==> config.mk <==
export PLATFORM = sky130hd
export DESIGN_NAME = tp_cbus_mem_arbiter
export DESIGN_NICKNAME = d
export VERILOG_FILES = /design/src/rtl/tp_arb_pkg.sv /design/src/rtl/tp_arb_starve_cnt.sv /design/src/rtl/tp_cbus_mem_arbiter.sv
export SDC_FILE = /design/constraint.sdc
export NUM_CORES = 1
export LEC_CHECK = 0
export BUFFER_PORTS_ARGS = -buffer_cell sky130_fd_sc_hd__buf_2
export CAP_MARGIN = 20
export CORE_AREA = 3 3 172 174
export CTS_CLUSTER_SIZE = 30
export DETAILED_ROUTE_END_ITERATION = 10
export DIE_AREA = 0 0 175 177
export GPL_ROUTABILITY_DRIVEN = 0
export MAX_ROUTING_LAYER = met4
export PLACE_DENSITY_LB_ADDON = 0.12
export REMOVE_ABC_BUFFERS = 1
export SLEW_MARGIN = 5
export SYNTH_ARGS = -nofsm -noshare
export SYNTH_HDL_FRONTEND = slang
export SYNTH_SLANG_ARGS = --single-unit
==> constraint.sdc <==
create_clock -name clk -period 1.8 [get_ports clk]
set_clock_uncertainty 0.2 [all_clocks]
set_input_delay 0.18 -clock clk [delete_from_list [all_inputs] [get_ports clk]]
set_output_delay 0.18 -clock clk [all_outputs]
set_load 0.02 [all_outputs]
==> src/rtl/tp_arb_pkg.sv <==
// Shared types and helpers for the CBUS/PHY memory arbiter.
// Holds the FSM state encoding and the lane mask/extract helpers that map
// a 32-bit CBUS word onto one lane of a wider memory word.
package tp_arb_pkg;

  localparam int unsigned CBUS_DW = 32;
  localparam int unsigned MAX_DW  = 256;

  typedef enum logic [2:0] {
    ST_IDLE   = 3'd0,
    ST_PEND   = 3'd1,
    ST_ACK    = 3'd2,
    ST_RDWAIT = 3'd3,
    ST_RESP   = 3'd4
  } arb_state_e;

  // Write-enable mask with ones only in the selected 32-bit lane of a dw-wide word.
  function automatic logic [MAX_DW-1:0] lane_mask(input int unsigned dw, input logic [2:0] lane);
    logic [MAX_DW-1:0] m;
    int unsigned       base;
    m    = '0;
    base = CBUS_DW * 32'(lane);
    if (base < dw) m[base +: CBUS_DW] = '1;
    return m;
  endfunction

  // Pick the selected 32-bit lane out of a (zero-extended) memory word.
  function automatic logic [CBUS_DW-1:0] lane_extract(input logic [MAX_DW-1:0] data, input logic [2:0] lane);
    int unsigned base;
    base = CBUS_DW * 32'(lane);
    return data[base +: CBUS_DW];
  endfunction

endpackage

==> src/rtl/tp_arb_starve_cnt.sv <==
// Starvation counter for the CBUS request: counts PEND cycles in which the
// PHY blocks the CBUS and raises force once the limit has been reached.
// Only instantiated when TP_ARB_STARVE_GUARD_EN is defined.
module tp_arb_starve_cnt #(
  parameter int STARVE_MAX = 15
) (
  input  logic clk,
  input  logic sreset,
  input  logic pend_i,
  input  logic blocked_i,
  input  logic grant_i,
  output logic force_o
);

  localparam logic [7:0] LIMIT = 8'(STARVE_MAX);

  logic [7:0] cnt_q, cnt_d;

  // Clear on grant, count blocked cycles, saturate at the limit.
  always_comb begin
    cnt_d = cnt_q;
    if (grant_i) begin
      cnt_d = '0;
    end else if (blocked_i && (cnt_q != LIMIT)) begin
      cnt_d = cnt_q + 8'd1;
    end
  end

  // Counter register.
  always_ff @(posedge clk) begin
    if (sreset) cnt_q <= '0;
    else        cnt_q <= cnt_d;
  end

  assign force_o = pend_i && (cnt_q == LIMIT);

endmodule

==> src/rtl/tp_cbus_mem_arbiter.sv <==
// Arbiter between the PHY datapath and 32-bit CBUS register accesses onto a
// two-port (1W/1R) memory. PHY keeps priority; CBUS writes and reads use the
// ports independently. Optional starvation guard: TP_ARB_STARVE_GUARD_EN.
module tp_cbus_mem_arbiter
  import tp_arb_pkg::*;
#(
  parameter  int DW         = 64,
  parameter  int AW         = 10,
  parameter  int RD_LAT     = 1,
  parameter  int STARVE_MAX = 15,
  localparam int LW         = $clog2(DW/32),
  localparam int CBUS_AW    = AW + LW
) (
  input  logic               clk,
  input  logic               sreset,
  input  logic               cbus_req,
  input  logic               cbus_cmd,
  input  logic [CBUS_AW-1:0] cbus_addr,
  input  logic [31:0]        cbus_wdata,
  output logic               cbus_busy,
  output logic               cbus_waccept,
  output logic               cbus_rresp,
  output logic [31:0]        cbus_rddata,
  input  logic [AW-1:0]      phy_wr_addr,
  input  logic [DW-1:0]      phy_wr_data,
  input  logic [DW-1:0]      phy_wr_mask,
  input  logic               phy_wr_me_en,
  input  logic [AW-1:0]      phy_rd_addr,
  input  logic               phy_rd_me_en,
  output logic               phy_wr_stall,
  output logic               phy_rd_stall,
  output logic [AW-1:0]      mem_wr_addr,
  output logic [DW-1:0]      mem_wr_data,
  output logic [DW-1:0]      mem_wr_mask,
  output logic               mem_wr_me_en,
  output logic [AW-1:0]      mem_rd_addr,
  output logic               mem_rd_me_en,
  input  logic [DW-1:0]      mem_rd_data
);

  arb_state_e         state_q, state_d;
  logic               cmd_q, cmd_d;
  logic [CBUS_AW-1:0] addr_q, addr_d;
  logic [31:0]        wdata_q, wdata_d;
  logic [1:0]         lat_q, lat_d;
  logic [31:0]        rddata_q, rddata_d;

  logic [AW-1:0] word;
  logic [2:0]    lane;
  logic          in_pend;
  logic          force_grant;
  logic          wr_gnt;
  logic          rd_gnt;

  assign word = addr_q[CBUS_AW-1:LW];

  generate
    if (LW > 0) begin : g_lane
      assign lane = 3'(addr_q[LW-1:0]);
    end else begin : g_nolane
      assign lane = 3'd0;
    end
  endgenerate

  assign in_pend = (state_q == ST_PEND);
  assign wr_gnt  = in_pend &&  cmd_q && (!phy_wr_me_en || force_grant);
  assign rd_gnt  = in_pend && !cmd_q && (!phy_rd_me_en || force_grant);

`ifdef TP_ARB_STARVE_GUARD_EN
  tp_arb_starve_cnt #(
    .STARVE_MAX (STARVE_MAX)
  ) u_starve (
    .clk       (clk),
    .sreset    (sreset),
    .pend_i    (in_pend),
    .blocked_i (in_pend && !(wr_gnt || rd_gnt)),
    .grant_i   (wr_gnt || rd_gnt),
    .force_o   (force_grant)
  );
  // A forced grant rejects whatever the PHY presents on that port this cycle.
  assign phy_wr_stall = wr_gnt && force_grant && phy_wr_me_en;
  assign phy_rd_stall = rd_gnt && force_grant && phy_rd_me_en;
`else
  assign force_grant  = 1'b0;
  assign phy_wr_stall = 1'b0;
  assign phy_rd_stall = 1'b0;
`endif

  // Request FSM: capture in IDLE, arbitrate in PEND, count read latency, pulse response.
  always_comb begin
    state_d  = state_q;
    cmd_d    = cmd_q;
    addr_d   = addr_q;
    wdata_d  = wdata_q;
    lat_d    = lat_q;
    rddata_d = rddata_q;
    case (state_q)
      ST_IDLE: begin
        if (cbus_req) begin
          cmd_d   = cbus_cmd;
          addr_d  = cbus_addr;
          wdata_d = cbus_wdata;
          state_d = ST_PEND;
        end
      end
      ST_PEND: begin
        if (wr_gnt) begin
          state_d = ST_ACK;
        end else if (rd_gnt) begin
          lat_d   = 2'(RD_LAT - 1);
          state_d = ST_RDWAIT;
        end
      end
      ST_ACK: state_d = ST_IDLE;
      ST_RDWAIT: begin
        if (lat_q == 2'd0) begin
          rddata_d = lane_extract(MAX_DW'(mem_rd_data), lane);
          state_d  = ST_RESP;
        end else begin
          lat_d = lat_q - 2'd1;
        end
      end
      ST_RESP: state_d = ST_IDLE;
      default: state_d = ST_IDLE;
    endcase
  end

  // State, holding register and read-data register.
  always_ff @(posedge clk) begin
    if (sreset) begin
      state_q  <= ST_IDLE;
      cmd_q    <= 1'b0;
      addr_q   <= '0;
      wdata_q  <= '0;
      lat_q    <= '0;
      rddata_q <= '0;
    end else begin
      state_q  <= state_d;
      cmd_q    <= cmd_d;
      addr_q   <= addr_d;
      wdata_q  <= wdata_d;
      lat_q    <= lat_d;
      rddata_q <= rddata_d;
    end
  end

  assign cbus_busy    = (state_q != ST_IDLE);
  assign cbus_waccept = (state_q == ST_ACK);
  assign cbus_rresp   = (state_q == ST_RESP);
  assign cbus_rddata  = rddata_q;

  assign mem_wr_me_en = wr_gnt ? 1'b1                       : phy_wr_me_en;
  assign mem_wr_addr  = wr_gnt ? word                       : phy_wr_addr;
  assign mem_wr_data  = wr_gnt ? {(DW/32){wdata_q}}         : phy_wr_data;
  assign mem_wr_mask  = wr_gnt ? DW'(lane_mask(DW, lane))   : phy_wr_mask;
  assign mem_rd_me_en = rd_gnt ? 1'b1                       : phy_rd_me_en;
  assign mem_rd_addr  = rd_gnt ? word                       : phy_rd_addr;

endmodule

==> summary.md <==
| Metric | Value |
|---|---|
| Outcome | `finished with violations` |
| Failing checks | `setup timing` |
| Reg clk slew, reported paths | `0.07 ns` |
| Hpwl dp | `about 18000 µm` |
| Die X-Extent | `175 µm` |
| Cell row count | `61` |
| CP Class | `reg2out` |
| Minimum hold slack | `0.00373 ns` |
| Die Ht | `177 µm` |
| Area Growth Syn to Fin | `96.6%` |
| CTS Buf Count | `9` |
| Post-synth ARST share | `0%` |
| First-pass GRT wire length | `33900 µm` |
| Max_cap viols | `0` |
| Synthesized area per cell | `slightly above 9 µm²` |
| Min Clock Period, post-route | `between 2 and 2.5 ns` |
| Yosys cell types | `36` |
| Mapped Area | `about 5200 µm²` |
| CP Data Required Time | `1.42 ns` |
| Post-synth top flop | `dfxtp_1` |
| Die area | `31000 µm²` |
| Crit Path Max Fanout | `8` |
| Total number of vias | `6055` |
| Area share of the largest cell type after synthesis | `31.5%` |
| Sum of negative setup slack | `-70.14 ns` |
| FF+latch count, synth | `81` |
| CTS sink cnt | `81` |
| Largest area contributor in the netlist | `dfxtp_1` |
| Initial antenna violation count | `1` |
| Grt ovf | `0` |
| Synthesized instance count | `~560` |
| Startpoint types | `flip-flop` |
| Initial core utilization | `between 10% and 20%` |
| Post-DR wirelength/cell | `17.6 µm` |
| Final Cycle Share | `127%` |
| Clk pwr share | `33.3%` |
| Final worst slack | `-0.490 ns` |
| Area of the core | `between 20000 and 30000 µm²` |
| Vias in the first global route | `~6000` |
| CTS Buffer Depth | `2` |
| Final Instance Area | `10100 µm²` |
| Leak | `around 5.2 nW` |
| Critical Path End Type | `output pin` |
| Clk Latency, worst-skew pair | `~0.35 ns` |
| Worst EP arrival | `1.91 ns` |
| DR vias/cell | `slightly above 4` |
| Reg power frac | `33.3%` |
| Fin util | `36.3%` |
| Post-synth EDFFs | `0` |
| Clk root buf | `clkbuf_16` |
| Dpl cells | `1352` |
| Endpoints failing hold | `0` |
| Final setup violation count | `228` |
| Maximum vdd drop | `0.451 mV` |
| Largest net degree at the start of global routing | `66` |
| Psw | `roughly 1.8 mW` |
| Most common cell in the synthesized netlist | `nand2_1` |
| CTS tree | `built` |
| Global-route usage over all layers | `14.4%` |
| Drt drc | `0` |
| Wirelength, routed | `around 26000 µm` |
| Drt pass-1 iters | `4` |
| Switching share of total power | `a little under a third` |
| Area after DPL | `between 7000 and 8000 µm²` |
| Ys Warns | `0` |
| Max Freq | `437 MHz` |
| DP Worst Slack | `-0.190 ns` |
| Share of cells above drive strength 1 | `59.5%` |
| Post-Layout Cell Count | `between 1000 and 1500` |
| Final nets | `about 1400` |
| Seq/Total Area, Yosys | `between 30% and 40%` |
| H-tree depth | `3` |
| Total power draw | `between 5 and 6 mW` |
| Pwr/cell area | `578 nW/µm²` |
| Commonest cells in the netlist | `nand2_1 (90), dfxtp_1 (81), a21o_1 (65)` |
| Antenna Violating Nets Remaining | `0` |
| Hold Crit Class | `in2reg` |
| Io pins | `448` |
| Top cells by area, synth | `dfxtp_1 (31%), mux2_4 (16%), a21o_1 (9.5%)` |
| Int Power | `4.03 mW` |
| PortBufs | `445` |
| Detailed router's first-iteration violation count | `153` |
| Logic gate share of total power | `33.4%` |
| RSZ-0062 raised after global routing | `true` |
| Fin. max-slew vios | `0` |
-- worst max-delay path, cell delays in order, from the launching register on --
cell and delay (ns):
dfxtp_4 0.37, nor3b_4 0.25, nand3_4 0.15, buf_8 0.17, clkbuf_16 0.17, mux2_4 0.31
buf_6 0.13
-- power by group through the flow --
stage	Combinational (mW)	Sequential, mW	Clock, mW
after global placement	1.53	1.99	0
after floorplan	0.803	2.00	0
after CTS	1.73	1.95	2.04
after detailed placement	1.53	1.99	0
final	1.96	1.95	1.95
after global routing	2.10	1.96	2.10
-- path summary, 6_finish.rpt --
check | endpoint | startpoint | depth (start not counted) | slack [ns]
setup / recovery | mem_wr_data[9] | state_q[2] | 6 | -0.49
hold reg to reg | addr_q[5] | addr_q[5] | 2 | 0.27
setup reg to reg | cbus_rddata[0] | state_q[2] | 7 | -0.15
hold / removal | cbus_rddata[8] | mem_rd_data[8] | 3 | 0.004
-- logic make-up after synthesis --
group / count (synthesis) / synth area share (%)
and+or+nand+nor: 147 / 12.8
muxes: 117 / 28.9
DFF: 81 / 31.5
buffers and inverters: 60 / 7.14
AOI/OAI and AO/OA: 148 / 19.4
other: 1 / 0.0727
adders and majority gates: 1 / 0.243
-- layout by cell type (no fill, tap or decap), types with 3 or more instances in the layout --
| cell type | instances |
|---|---|
| nand2_1 | 82 |
| mux2i_1 | 32 |
| dfxtp_2 | 4 |
| buf_12 | 8 |
| buf_6 | 57 |
| buf_2 | 379 |
| nand2_4 | 4 |
| a21o_1 | 65 |
| mux2_4 | 57 |
| nor2_2 | 6 |
| a21oi_2 | 5 |
| dlygate4sd3_1 | 83 |
| inv_1 | 4 |
| clkbuf_16 | 23 |
| nand2b_1 | 3 |
| mux2_2 | 28 |
| nor3_4 | 3 |
| nor2_1 | 29 |
| buf_4 | 38 |
| a211oi_1 | 20 |
| buf_8 | 5 |
| a211oi_2 | 13 |
| buf_16 | 3 |
| a21oi_1 | 40 |
| dfxtp_1 | 76 |
| nand2_2 | 4 |
-- layout make-up --
cell class | instances | area [µm²]
inverter | 4 | 15.0
fill | 2926 | 17800
tap | 378 | 473
sequential | 81 | 1630
antenna | 1 | 2.50
multi-input combinational | 415 | 3380
clock inverter | 5 | 62.6
timing repair buffer | 587 | 4320
clock buffer | 11 | 243
-- layer usage --
layer | wire (µm) | vias to the layer above | track usage, %
met5 | 0 | - | -
li1 | - | 3033 | -
met1 | 10500 | 2752 | 16.0
met4 | 170 | 0 | 2.56
met2 | 13900 | 259 | 26.6
met3 | 1490 | 11 | 3.24
-- state kept, by name (all words and copies together) (netlist names) --
| name | flops |
|---|---|
| addr_q | 11 |
| lat_q | 2 |
| cbus_rddata | 32 |
| cmd_q | 1 |
| state_q | 3 |
| wdata_q | 32 |
-- timing repair --
action | 4_1_cts | 5_1_grt
gates cloned | 3 | 19
setup endpoints to repair | 195 | 194
endpoints found under the hold margin | 66 | 0
buffers inserted | 4 | 6
gates resized for setup | 39 | 151
pin swaps | 2 | 29
hold buffers | 83 | 0
(Power assumes the default switching activity.)
